[src/rtl/uart_host_if.sv]
// Command/response bundle between a job source and the uart_host serial controller.
interface uart_host_if;
  logic         job_valid;
  logic         ping_req;
  logic         cmd_ready;
  logic [255:0] midstate;
  logic [95:0]  work_data;
  logic [31:0]  nonce_min;
  logic [31:0]  nonce_max;
  logic         ack_ok;
  logic         nak;
  logic         resp_timeout;
  logic         nonce_valid;
  logic [31:0]  golden_nonce;
  logic         rx_err;

  modport master (
    output job_valid, ping_req, midstate, work_data, nonce_min, nonce_max,
    input  cmd_ready, ack_ok, nak, resp_timeout, nonce_valid, golden_nonce, rx_err
  );

  modport slave (
    input  job_valid, ping_req, midstate, work_data, nonce_min, nonce_max,
    output cmd_ready, ack_ok, nak, resp_timeout, nonce_valid, golden_nonce, rx_err
  );
endinterface

[src/rtl/uart_host.sv]
// Host side of the miner serial protocol: sends PING/PUSH_JOB over its own UART TX,
// parses PONG/ACK, INVALID and MSG_NONCE replies from its own UART RX.
module uart_host #(
  parameter int CLKS_PER_BIT = 16,
  parameter int RESP_TIMEOUT = 65535
) (
  input  logic       comm_clk,
  input  logic       reset,
  input  logic       rx_serial,
  output logic       tx_serial,
  uart_host_if.slave host
);

  localparam int CW        = $clog2(CLKS_PER_BIT + 1);
  localparam int TW        = $clog2(RESP_TIMEOUT + 1);
  localparam int GAP_LIMIT = 20 * CLKS_PER_BIT;
  localparam int GW        = $clog2(GAP_LIMIT + 1);
  localparam int HALF      = CLKS_PER_BIT / 2;

  typedef enum logic [1:0] {IDLE, SEND_PING, SEND_JOB, WAIT_RESP} tx_state_e;
  typedef enum logic [1:0] {RX_IDLE, RX_START, RX_DATA, RX_STOP} rx_state_e;

  tx_state_e state_q, state_d;

  logic          cmd_ready_q, cmd_ready_d;
  logic          tx_q, tx_d;
  logic [479:0]  frame_q, frame_d;
  logic [3:0]    tx_bit_q, tx_bit_d;
  logic [CW-1:0] tx_clk_q, tx_clk_d;
  logic [5:0]    tx_left_q, tx_left_d;
  logic [TW-1:0] timer_q, timer_d;
  logic          to_q, to_d;

  logic          rx_s1_q, rx_s1_d, rx_s2_q, rx_s2_d, rx_s3_q, rx_s3_d;
  rx_state_e     rx_state_q, rx_state_d;
  logic [CW-1:0] rx_clk_q, rx_clk_d;
  logic [2:0]    rx_bit_q, rx_bit_d;
  logic [7:0]    rx_shift_q, rx_shift_d;
  logic          rx_vld_q, rx_vld_d;
  logic [7:0]    rx_byte_q, rx_byte_d;
  logic          rx_ferr_q, rx_ferr_d;

  logic          pr_active_q, pr_active_d;
  logic [2:0]    pr_cnt_q, pr_cnt_d;
  logic          pr_bad_q, pr_bad_d;
  logic [7:0]    pr_type_q, pr_type_d;
  logic [23:0]   pr_nonce_q, pr_nonce_d;
  logic [GW-1:0] gap_q, gap_d;
  logic [31:0]   golden_q, golden_d;
  logic          ack_q, ack_d, nak_q, nak_d, nv_q, nv_d, err_q, err_d;

  logic          ack_evt, nak_evt, timeout_evt;
  logic          tx_tick, tx_last;
  logic [3:0]    data_idx;
  logic [7:0]    cur_byte;

  assign tx_tick = (tx_clk_q == CW'(CLKS_PER_BIT - 1));
  assign tx_last = tx_tick && (tx_bit_q == 4'd9) && (tx_left_q == 6'd1);

  // ---------------- TX FSM: state register ----------------
  always_ff @(posedge comm_clk) begin
    if (reset) state_q <= IDLE;
    else       state_q <= state_d;
  end

  // ---------------- TX FSM: next state ----------------
  always_comb begin
    state_d     = state_q;
    timeout_evt = 1'b0;
    case (state_q)
      IDLE: begin
        if (cmd_ready_q) begin
          if (host.job_valid)     state_d = SEND_JOB;
          else if (host.ping_req) state_d = SEND_PING;
        end
      end
      SEND_PING, SEND_JOB: begin
        if (tx_last) state_d = WAIT_RESP;
      end
      WAIT_RESP: begin
        // A reply completing on the expiry cycle takes precedence over the timeout
        if (ack_evt || nak_evt) begin
          state_d = IDLE;
        end else if (timer_q == TW'(RESP_TIMEOUT - 1)) begin
          timeout_evt = 1'b1;
          state_d     = IDLE;
        end
      end
      default: state_d = IDLE;
    endcase
  end

  // ---------------- TX FSM: outputs and serializer ----------------
  always_comb begin
    cmd_ready_d = (state_d == IDLE);
    to_d        = timeout_evt;
    timer_d     = (state_q == WAIT_RESP) ? timer_q + 1'b1 : '0;
    frame_d     = frame_q;
    tx_bit_d    = tx_bit_q;
    tx_clk_d    = tx_clk_q;
    tx_left_d   = tx_left_q;
    tx_d        = 1'b1;
    data_idx    = '0;
    cur_byte    = '0;

    if (state_q == IDLE && state_d == SEND_JOB) begin
      // Byte 0 sits in the low byte; each completed byte shifts the frame down
      frame_d   = {host.midstate, host.work_data, host.nonce_min, host.nonce_max,
                   32'h0000_0000, 8'h02, 8'h00, 8'h00, 8'd60};
      tx_left_d = 6'd60;
      tx_bit_d  = '0;
      tx_clk_d  = '0;
    end else if (state_q == IDLE && state_d == SEND_PING) begin
      frame_d   = '0;
      tx_left_d = 6'd1;
      tx_bit_d  = '0;
      tx_clk_d  = '0;
    end else if (state_q == SEND_PING || state_q == SEND_JOB) begin
      if (tx_tick) begin
        tx_clk_d = '0;
        if (tx_bit_q == 4'd9) begin
          tx_bit_d  = '0;
          tx_left_d = tx_left_q - 1'b1;
          frame_d   = frame_q >> 8;
        end else begin
          tx_bit_d = tx_bit_q + 1'b1;
        end
      end else begin
        tx_clk_d = tx_clk_q + 1'b1;
      end
    end

    if (state_d == SEND_PING || state_d == SEND_JOB) begin
      cur_byte = frame_d[7:0];
      data_idx = tx_bit_d - 4'd1;
      case (tx_bit_d)
        4'd0:    tx_d = 1'b0;
        4'd9:    tx_d = 1'b1;
        default: tx_d = cur_byte[data_idx[2:0]];
      endcase
    end
  end

  // ---------------- UART RX ----------------
  always_comb begin
    rx_s1_d    = rx_serial;
    rx_s2_d    = rx_s1_q;
    rx_s3_d    = rx_s2_q;
    rx_state_d = rx_state_q;
    rx_clk_d   = rx_clk_q;
    rx_bit_d   = rx_bit_q;
    rx_shift_d = rx_shift_q;
    rx_byte_d  = rx_byte_q;
    rx_vld_d   = 1'b0;
    rx_ferr_d  = 1'b0;
    case (rx_state_q)
      RX_IDLE: begin
        if (rx_s3_q && !rx_s2_q) begin
          rx_state_d = RX_START;
          rx_clk_d   = '0;
        end
      end
      RX_START: begin
        if (rx_clk_q == CW'(HALF - 1)) begin
          rx_clk_d   = '0;
          rx_bit_d   = '0;
          rx_state_d = rx_s2_q ? RX_IDLE : RX_DATA;
        end else begin
          rx_clk_d = rx_clk_q + 1'b1;
        end
      end
      RX_DATA: begin
        if (rx_clk_q == CW'(CLKS_PER_BIT - 1)) begin
          rx_clk_d   = '0;
          rx_shift_d = {rx_s2_q, rx_shift_q[7:1]};
          if (rx_bit_q == 3'd7) rx_state_d = RX_STOP;
          else                  rx_bit_d   = rx_bit_q + 1'b1;
        end else begin
          rx_clk_d = rx_clk_q + 1'b1;
        end
      end
      RX_STOP: begin
        if (rx_clk_q == CW'(CLKS_PER_BIT - 1)) begin
          rx_clk_d   = '0;
          rx_state_d = RX_IDLE;
          if (rx_s2_q) begin
            rx_vld_d  = 1'b1;
            rx_byte_d = rx_shift_q;
          end else begin
            rx_ferr_d = 1'b1;
          end
        end else begin
          rx_clk_d = rx_clk_q + 1'b1;
        end
      end
      default: rx_state_d = RX_IDLE;
    endcase
  end

  // ---------------- Reply parser ----------------
  always_comb begin
    pr_active_d = pr_active_q;
    pr_cnt_d    = pr_cnt_q;
    pr_bad_d    = pr_bad_q;
    pr_type_d   = pr_type_q;
    pr_nonce_d  = pr_nonce_q;
    gap_d       = gap_q;
    golden_d    = golden_q;
    ack_evt     = 1'b0;
    nak_evt     = 1'b0;
    nv_d        = 1'b0;
    err_d       = rx_ferr_q;
    if (rx_vld_q) begin
      gap_d = '0;
      if (!pr_active_q) begin
        if (rx_byte_q == 8'h01) begin
          ack_evt = (state_q == WAIT_RESP);
        end else if (rx_byte_q == 8'h08) begin
          pr_active_d = 1'b1;
          pr_cnt_d    = 3'd1;
          pr_bad_d    = 1'b0;
        end else begin
          err_d = 1'b1;
        end
      end else begin
        pr_cnt_d = pr_cnt_q + 1'b1;
        case (pr_cnt_q)
          3'd1, 3'd2: if (rx_byte_q != 8'h00) pr_bad_d = 1'b1;
          3'd3:       pr_type_d  = rx_byte_q;
          3'd4, 3'd5, 3'd6: pr_nonce_d = {pr_nonce_q[15:0], rx_byte_q};
          default: begin
            pr_active_d = 1'b0;
            if (pr_bad_q) begin
              err_d = 1'b1;
            end else if (pr_type_q == 8'h03) begin
              golden_d = {pr_nonce_q, rx_byte_q};
              nv_d     = 1'b1;
            end else if (pr_type_q == 8'h01) begin
              nak_evt = 1'b1;
            end else begin
              err_d = 1'b1;
            end
          end
        endcase
      end
    end else if (pr_active_q) begin
      // Gap is measured only while the line is idle between bytes
      if (rx_state_q != RX_IDLE) begin
        gap_d = '0;
      end else if (gap_q == GW'(GAP_LIMIT)) begin
        pr_active_d = 1'b0;
        gap_d       = '0;
      end else begin
        gap_d = gap_q + 1'b1;
      end
    end
    ack_d = ack_evt;
    nak_d = nak_evt;
  end

  // ---------------- Datapath registers ----------------
  always_ff @(posedge comm_clk) begin
    if (reset) begin
      cmd_ready_q <= 1'b0;
      tx_q        <= 1'b1;
      frame_q     <= '0;
      tx_bit_q    <= '0;
      tx_clk_q    <= '0;
      tx_left_q   <= '0;
      timer_q     <= '0;
      to_q        <= 1'b0;
      rx_s1_q     <= 1'b1;
      rx_s2_q     <= 1'b1;
      rx_s3_q     <= 1'b1;
      rx_state_q  <= RX_IDLE;
      rx_clk_q    <= '0;
      rx_bit_q    <= '0;
      rx_shift_q  <= '0;
      rx_vld_q    <= 1'b0;
      rx_byte_q   <= '0;
      rx_ferr_q   <= 1'b0;
      pr_active_q <= 1'b0;
      pr_cnt_q    <= '0;
      pr_bad_q    <= 1'b0;
      pr_type_q   <= '0;
      pr_nonce_q  <= '0;
      gap_q       <= '0;
      golden_q    <= '0;
      ack_q       <= 1'b0;
      nak_q       <= 1'b0;
      nv_q        <= 1'b0;
      err_q       <= 1'b0;
    end else begin
      cmd_ready_q <= cmd_ready_d;
      tx_q        <= tx_d;
      frame_q     <= frame_d;
      tx_bit_q    <= tx_bit_d;
      tx_clk_q    <= tx_clk_d;
      tx_left_q   <= tx_left_d;
      timer_q     <= timer_d;
      to_q        <= to_d;
      rx_s1_q     <= rx_s1_d;
      rx_s2_q     <= rx_s2_d;
      rx_s3_q     <= rx_s3_d;
      rx_state_q  <= rx_state_d;
      rx_clk_q    <= rx_clk_d;
      rx_bit_q    <= rx_bit_d;
      rx_shift_q  <= rx_shift_d;
      rx_vld_q    <= rx_vld_d;
      rx_byte_q   <= rx_byte_d;
      rx_ferr_q   <= rx_ferr_d;
      pr_active_q <= pr_active_d;
      pr_cnt_q    <= pr_cnt_d;
      pr_bad_q    <= pr_bad_d;
      pr_type_q   <= pr_type_d;
      pr_nonce_q  <= pr_nonce_d;
      gap_q       <= gap_d;
      golden_q    <= golden_d;
      ack_q       <= ack_d;
      nak_q       <= nak_d;
      nv_q        <= nv_d;
      err_q       <= err_d;
    end
  end

  assign tx_serial         = tx_q;
  assign host.cmd_ready    = cmd_ready_q;
  assign host.ack_ok       = ack_q;
  assign host.nak          = nak_q;
  assign host.resp_timeout = to_q;
  assign host.nonce_valid  = nv_q;
  assign host.golden_nonce = golden_q;
  assign host.rx_err       = err_q;

endmodule

[src/flat_wrapper.sv]
// flat-port wrapper written by rule: the top's interface ports become plain ports
module uart_host_flat 
#(
  parameter int CLKS_PER_BIT = 16,
  parameter int RESP_TIMEOUT = 65535
)
  (comm_clk, reset, rx_serial, tx_serial, host_job_valid, host_ping_req, host_midstate, host_work_data, host_nonce_min, host_nonce_max, host_cmd_ready, host_ack_ok, host_nak, host_resp_timeout, host_nonce_valid, host_golden_nonce, host_rx_err);
  uart_host_if host_i ();
  input  logic comm_clk;
  input  logic reset;
  input  logic rx_serial;
  output logic tx_serial;
  input wire logic [$bits(host_i.job_valid)-1:0] host_job_valid;
  input wire logic [$bits(host_i.ping_req)-1:0] host_ping_req;
  input wire logic [$bits(host_i.midstate)-1:0] host_midstate;
  input wire logic [$bits(host_i.work_data)-1:0] host_work_data;
  input wire logic [$bits(host_i.nonce_min)-1:0] host_nonce_min;
  input wire logic [$bits(host_i.nonce_max)-1:0] host_nonce_max;
  output wire logic [$bits(host_i.cmd_ready)-1:0] host_cmd_ready;
  output wire logic [$bits(host_i.ack_ok)-1:0] host_ack_ok;
  output wire logic [$bits(host_i.nak)-1:0] host_nak;
  output wire logic [$bits(host_i.resp_timeout)-1:0] host_resp_timeout;
  output wire logic [$bits(host_i.nonce_valid)-1:0] host_nonce_valid;
  output wire logic [$bits(host_i.golden_nonce)-1:0] host_golden_nonce;
  output wire logic [$bits(host_i.rx_err)-1:0] host_rx_err;
  assign host_i.job_valid = host_job_valid;
  assign host_i.ping_req = host_ping_req;
  assign host_i.midstate = host_midstate;
  assign host_i.work_data = host_work_data;
  assign host_i.nonce_min = host_nonce_min;
  assign host_i.nonce_max = host_nonce_max;
  assign host_cmd_ready = host_i.cmd_ready;
  assign host_ack_ok = host_i.ack_ok;
  assign host_nak = host_i.nak;
  assign host_resp_timeout = host_i.resp_timeout;
  assign host_nonce_valid = host_i.nonce_valid;
  assign host_golden_nonce = host_i.golden_nonce;
  assign host_rx_err = host_i.rx_err;
  uart_host #(.CLKS_PER_BIT(CLKS_PER_BIT), .RESP_TIMEOUT(RESP_TIMEOUT)) u_core (.comm_clk(comm_clk), .reset(reset), .rx_serial(rx_serial), .tx_serial(tx_serial), .host(host_i));
endmodule
[config.mk]
export PLATFORM = sky130hd
export DESIGN_NAME = uart_host_flat
export DESIGN_NICKNAME = d
export VERILOG_FILES = /design/src/rtl/uart_host_if.sv /design/src/rtl/uart_host.sv /design/src/flat_wrapper.sv
export SDC_FILE = /design/constraint.sdc
export NUM_CORES = 1
export LEC_CHECK = 0
export BUFFER_PORTS_ARGS = -buffer_cell sky130_fd_sc_hd__clkbuf_2
export CAP_MARGIN = 0
export CORE_MARGIN = 2
export CORE_UTILIZATION = 55
export CTS_CLUSTER_SIZE = 40
export DETAILED_ROUTE_END_ITERATION = 10
export PLACE_DENSITY = 0.79
export SKIP_LAST_GASP = 1
export SLEW_MARGIN = 10
export SYNTH_ARGS = -nofsm -noshare
export SYNTH_HDL_FRONTEND = slang
export SYNTH_SLANG_ARGS = --single-unit
[constraint.sdc]
create_clock -name comm_clk -period 10.4 [get_ports comm_clk]
set_clock_uncertainty 0.2 [all_clocks]
set_input_delay 1.04 -clock comm_clk [delete_from_list [all_inputs] [get_ports comm_clk]]
set_output_delay 1.04 -clock comm_clk [all_outputs]
set_load 0.03 [all_outputs]
# Yosys cells after proc, flatten, opt, wreduce, memory -nomap -nowiden
# Index checks and enable logic that the tools add are counted.
# totals
register_bits,629
inputBits,421
out_inout_bits,39
word_cells,216
# op_classes
addsub,9
magnitude_cmp,1
n_eq_ne,36
muxes,80
bitwise_logic,8
n_reduce_logical,48
# op_table
operator,count
two-way mux 480 bit,5
two-way mux 1 bit,35
two-way mux 6 bit,5
two-way mux 2 bit,12
AND reduction 3 bit,7
two-way mux 4 bit,5
two-way mux 5 bit,4
two-way mux 3 bit,6
two-way mux 9 bit,2
adder 16 x 1 -> 16 bit (second input constant),1
equality test 16 bit (second input constant),1
equality test 8 x 1 -> 1 bit (second input constant),2
one-hot mux 5 bit (3 select lines),1
AND reduction 5 bit,3
OR reduction 2 bit,7
equality test 3 bit (second input constant),4
inequality test 2 x 1 -> 1 bit (second input constant),6
nonzero test 2 bit,6
OR reduction 3 bit,4
adder 5 x 1 -> 5 bit (second input constant),2
equality test 2 bit (second input constant),5
equality test 5 x 4 -> 1 bit (second input constant),2
OR reduction 10 bit,1
adder 9 x 1 -> 9 bit (second input constant),1
other kinds (31),55

# Longest topological paths before layout
# depth
ltp_word,18
depth_mapped,19
mapped_depth_nobuf,17

# Worst setup path after synthesis
# OpenSTA, ideal clock, no wires.
# synth_timing
path_kind,register to register
startpoint,reg u_core.pr_cnt_q[0]
endpoint,"reg u_core.tx_q, in the netlist u_core.tx_serial"
setup_ns,0.086
arrival_ns,3.931
t_required_ns,10.114
path_slack_ns,6.183
path_stages_with_launch,18
n_path_buf,0
period_less_slack_ns,4.217
cell_sequence,dfxtp_1 inv_1 ha_1 a211oi_2 nand4_1 o31a_1 a311o_1 o311ai_0 inv_1 ha_1 o21ai_2 o21ai_1 inv_1 ha_1 a311o_1 o21ai_0 o21bai_1 a211oi_1
# synth_between
elab_chain_len,16
word_cells_on_any_way,30
classes_between,add/sub: 1; eq/ne: 9; mux: 12; bitwise: 1; reduce/logical: 7
# synth_lines
item,line_no,text
"start, declared",uart_host.sv:44,"logic [2:0] pr_cnt_q, pr_cnt_d;"
"start signal, assigned",uart_host.sv:313,pr_cnt_q <= pr_cnt_d;
"equality test 3 x 1 -> 1 bit, or another cell as far along",uart_host.sv:227,case (pr_cnt_q)
OR reduction 6 bit (no line) (*),-,
two-way mux 1 bit (*),uart_host.sv:227,
two-way mux 1 bit (*),uart_host.sv:215,if (!pr_active_q) begin
two-way mux 1 bit (*),uart_host.sv:213,if (rx_vld_q) begin
logical OR 1 bit (*),uart_host.sv:82,if (ack_evt || nak_evt) begin
two-way mux 2 bit (*),uart_host.sv:82,
one-hot mux 2 bit (3 select lines) (*),uart_host.sv:70,case (state_q)
net u_core.state_d[1],uart_host.sv:23,"tx_state_e state_q, state_d;"
[1 not listed],-,
logical AND 1 bit,uart_host.sv:113,end else if (state_q == IDLE && state_d == SEND_PING) begin
two-way mux 4 bit,uart_host.sv:113,
two-way mux 4 bit (*),uart_host.sv:106,if (state_q == IDLE && state_d == SEND_JOB) begin
net u_core.tx_bit_d[0],uart_host.sv:28,"logic [3:0] tx_bit_q, tx_bit_d;"
subtractor 3 x 1 -> 3 bit,uart_host.sv:135,data_idx = tx_bit_d - 4'd1;
binary-select mux 1 bit (select 3 bit),uart_host.sv:139,default: tx_d = cur_byte[data_idx[2:0]];
two-way mux 1 bit (not written as such),uart_host.sv:139,
one-hot mux 1 bit (2 select lines) (*),uart_host.sv:136,case (tx_bit_d)
"end signal, assigned",uart_host.sv:295,tx_q <= tx_d;
"end, declared",uart_host.sv:26,"logic tx_q, tx_d;"
# The timed path passes the listed nets; every way through them passes the cells marked *. The select of a mux whose other input is x is not followed.
# A chain may end at the register's enable or synchronous reset.

# Worst setup path in the final report
# layout_timing
startpoint,reg u_core.state_q[1]
endpoint,reg u_core.frame_q[439]
# layout_between
elab_chain_len,11
word_cells_on_any_way,27
classes_between,eq/ne: 5; mux: 12; reduce/logical: 10
# layout_lines
item,line_no,text
"start, declared",uart_host.sv:23,
"start signal, assigned",uart_host.sv:63,else state_q <= state_d;
equality test 2 bit,"uart_host.sv:70, uart_host.sv:217",
two-way mux 1 bit,uart_host.sv:216,if (rx_byte_q == 8'h01) begin
two-way mux 1 bit,uart_host.sv:215,
two-way mux 1 bit,uart_host.sv:213,
logical OR 1 bit,uart_host.sv:82,
two-way mux 2 bit,uart_host.sv:82,
one-hot mux 2 bit (3 select lines) (*),uart_host.sv:70,
net u_core.state_d[0],uart_host.sv:23,
equality test 2 x 1 -> 1 bit / equality test 2 bit (equally long branches),"uart_host.sv:113, uart_host.sv:106",
"logical AND 1 bit, on equally long branches","uart_host.sv:113, uart_host.sv:106",
nonzero test 3 bit (no line) / two-way mux 480 bit (equally long branches),-,
AND reduction 3 bit (no line) / two-way mux 480 bit (equally long branches),-,
"end signal, assigned",uart_host.sv:296,frame_q <= frame_d;
"end, declared",uart_host.sv:27,"logic [479:0] frame_q, frame_d;"
# The timed path passes the listed nets; every way through them passes the cells marked *.

==> impl_results.md <==
* FMAX at between 150 and 200 MHz
* RSZ-0062 raised after global routing: false
* Min Clock Period, post-route at around 5600 ps
* CP Launch Type: register
* Routed length per instance at around 18 um
* Async S/R FF share, synth at 0%
* Detail Route Antenna Nets at 0
* Part of the power in registers at 31.2%
* Top cells by instance count after synthesis: dfxtp_1, nor2_1, nor3_1
* Power share of the clock group at between 20 and 25%
* RD Place Congestion at roughly 0.88
* Area growth syn-to-layout at 16.1%
* Nets at between 3000 and 4000
* Pin count of the biggest net entering global routing at about 240
* Drt drc at 0
* CTS Sinks at between 600 and 700
* H-tree levels at 3
* Slew at the pin closest to its max-slew limit at 1160 ps
* Top FF cell, synth: dfxtp_1
* DRT Pass-1 Iters at 6
* Core area at 45500 um^2
* Worst Path Max Fanout at ~190
* Synth top area cells: dfxtp_1, a221oi_1, nor3_1
* Worst slew margin at between 20% and 30%
* Cts repair resizes at 0
* Most common cell in the netlist: dfxtp_1
* Combinational power share at between 40% and 50%
* Row count at 78
* Sequential-to-total area share from yosys stat at about half
* Hold crit path type: reg -> reg
* CP endpoint kind: register
* First-pass GRT wire length at approximately 110000 um
* PwrDens at approximately 350 nW/um^2
* Psw at 4.35 mW
* Grt ovf at 0
* Final setup fails at 0
* I/O pin total at 460
* Yosys top cell area share at between 40 and 50%
* Hold Path Depth at 1
* Simple-Gate Fraction of Synth Area at between 20 and 25%
* Peak supply drop at roughly 520 uV
* Total Neg Setup Slack at 0 ps
* Final wirelength at 70300 um
* Die Span Y at between 200 and 250 um
* Die Footprint at around 48000 um^2
* Layout cell share with drive strength beyond 1 at a little under a fifth
* DR vias at around 24000
* Worst slack, placed at 4910 ps
* Clock Latency Late Sink at approximately 590 ps
* Clk Tree Root Cell: clkbuf_16
* Yosys warning total at 0
* LEAKAGE at around 11 nW
* Adder-cell share of the synthesized area at between 1 and 1.5%
* CTS buffer count at 66
* Final slew viol count at 0
* Post-route design area at roughly 30000 um^2
* Arr. time, crit path at between 5000 and 6000 ps
* Multiplexer share of the synthesized area at less than 1%
* Clk slew on worst S/H paths at about 60 ps
* Cell count after synthesis at 2973
* PortBufs at 459
* Post-Syn Area at roughly 25000 um^2
* Internal at around 6 mW
* Hold_ws at 210 ps
* Status: finished clean
* Tcrit/Tclk final at about 54%
* Crit path kind: reg -> reg
* Initial Utilization at a little under three fifths
* Longest Clk Path Bufs at 3
* Hpwl dp at roughly 44000 um
* EDFF count, synth at 0
* Gr usage total at 28.0%
* Post-synthesis compound-gate area fraction at between 10% and 20%
* Vias in the first global route at ~22000
* Yosys reg bits at between 600 and 700
* Reg2Reg Depth at 15
* DRT iter0 DRCs at 2647
* Post-synth cell types at between 60 and 70
* Post-CTS Setup Repair Bufs at 0
* Vias per std cell at 6.07
* Fin worst setup slack at around 4800 ps
* Critical Path RT at approximately 11000 ps
* Die Span X at ~220 um
* Syn_nets at roughly 3400
* XOR/XNOR share of the synthesized area at less than 1%
* Initial antenna violation count at 7
* Post-synth top area cell: dfxtp_1
* Final hold viol count at 0
* Hold buffers post-CTS at 0
* CTS tree: built
* Mean post-synth cell area at 8.54 um^2
* Sw frac at between 40% and 50%
* Dpl cell area at ~27000 um^2
* Total of max-cap violations at 0
* Largest family of logic cells by synthesized area: simple AND/OR/NAND/NOR gates
## worst max-delay path, stage by stage, from the launching register on
cell	delay [ps]
dfxtp_1	390
inv_1	60
ha_1	440
nand4_2	290
or3_2	510
nor2_1	200
nor2b_1	170
o311a_1	200
inv_1	80
ha_1	250
o21ai_4	180
buf_12	590
nand2_8	690
buf_4	670
nor2_1	220
nor3_1	80
## final timing paths
| check | start | to | slack, ps |
|---|---|---|---|
| worst min-delay path | u_core.rx_s1_q | u_core.rx_s2_q | 210 |
| worst max register to register | u_core.state_q[1] | u_core.frame_q[439] | 4830 |
| worst min register to register | u_core.rx_s1_q | u_core.rx_s2_q | 210 |
| worst max-delay path | u_core.state_q[1] | u_core.frame_q[439] | 4830 |
## registers in the layout, indices dropped and copies added (netlist names), 6 cells and up, named ones only
| name | cells |
|---|---|
| u_core.tx_left_q | 6 |
| u_core.frame_q | 480 |
| u_core.pr_type_q | 8 |
| u_core.rx_shift_q | 8 |
| u_core.gap_q | 9 |
| u_core.timer_q | 16 |
| u_core.host.golden_nonce | 32 |
| u_core.pr_nonce_q | 24 |
| u_core.rx_byte_q | 8 |
## per-stage QoR
stage	utilization [%]	cells	power, mW
after CTS	64.8	3876	10.3
after detailed placement	60.0	3760	7.89
final	64.8	3881	10.3
after global placement	60.0	3760	7.72
after global routing	64.8	3878	11.0
after floorplan	-	2973	7.17
## cells by family (layout without fill, tap and decap cells)
group           Yosys count  count (layout)
other cells               0               5
xor+xnor                 27              27
compound gates          641             641
flops                   629             629
fa+ha+maj                24              24
simple gates           1328            1328
mux                       3               3
buf+inv                 321             624
## layer usage
metal  GRT usage (%)  part of all wire (%)  up-vias
li1                -                     -    11300
met1            35.9                    41    11200
met2            44.9                    47      841
met3            7.43                   7.6      169
met4            11.3                   3.6        8
met5               0                 0.068        -
## cell type report
cell class / count / area [um^2]
clock buffer: 103 / 2000
timing repair buffer: 480 / 2510
antenna: 5 / 12.5
sequential: 629 / 12600
fill: 3855 / 16000
multi-input combinational: 2023 / 11300
clock inverter: 13 / 180
tap: 600 / 751
inverter: 28 / 105
## power by group through the flow
stage	registers (mW)	clock network, mW	logic, mW
5_1_grt	3.25	2.52	5.28
4_1_cts	3.20	2.41	4.68
3_5_place_dp	3.24	0	4.66
2_1_floorplan	3.16	0	4.01
3_3_place_gp	3.23	0	4.49
6_report	3.21	2.37	4.71
## cells in the final DEF (no fill, tap or decap), types with 10 or more instances in the layout
cell type	n
a221oi_1	410
a21oi_1	165
buf_4	17
xor2_1	21
clkbuf_16	69
a22oi_1	11
nand2_1	311
clkbuf_8	15
ha_1	24
nor3_1	427
nand4_1	13
dfxtp_1	629
a211oi_1	10
clkbuf_1	19
inv_1	27
nor2_1	479
o21ai_0	12
nand3_1	35
and3_1	15
clkbuf_2	458
Note: power is estimated with default switching activity, not from simulation.
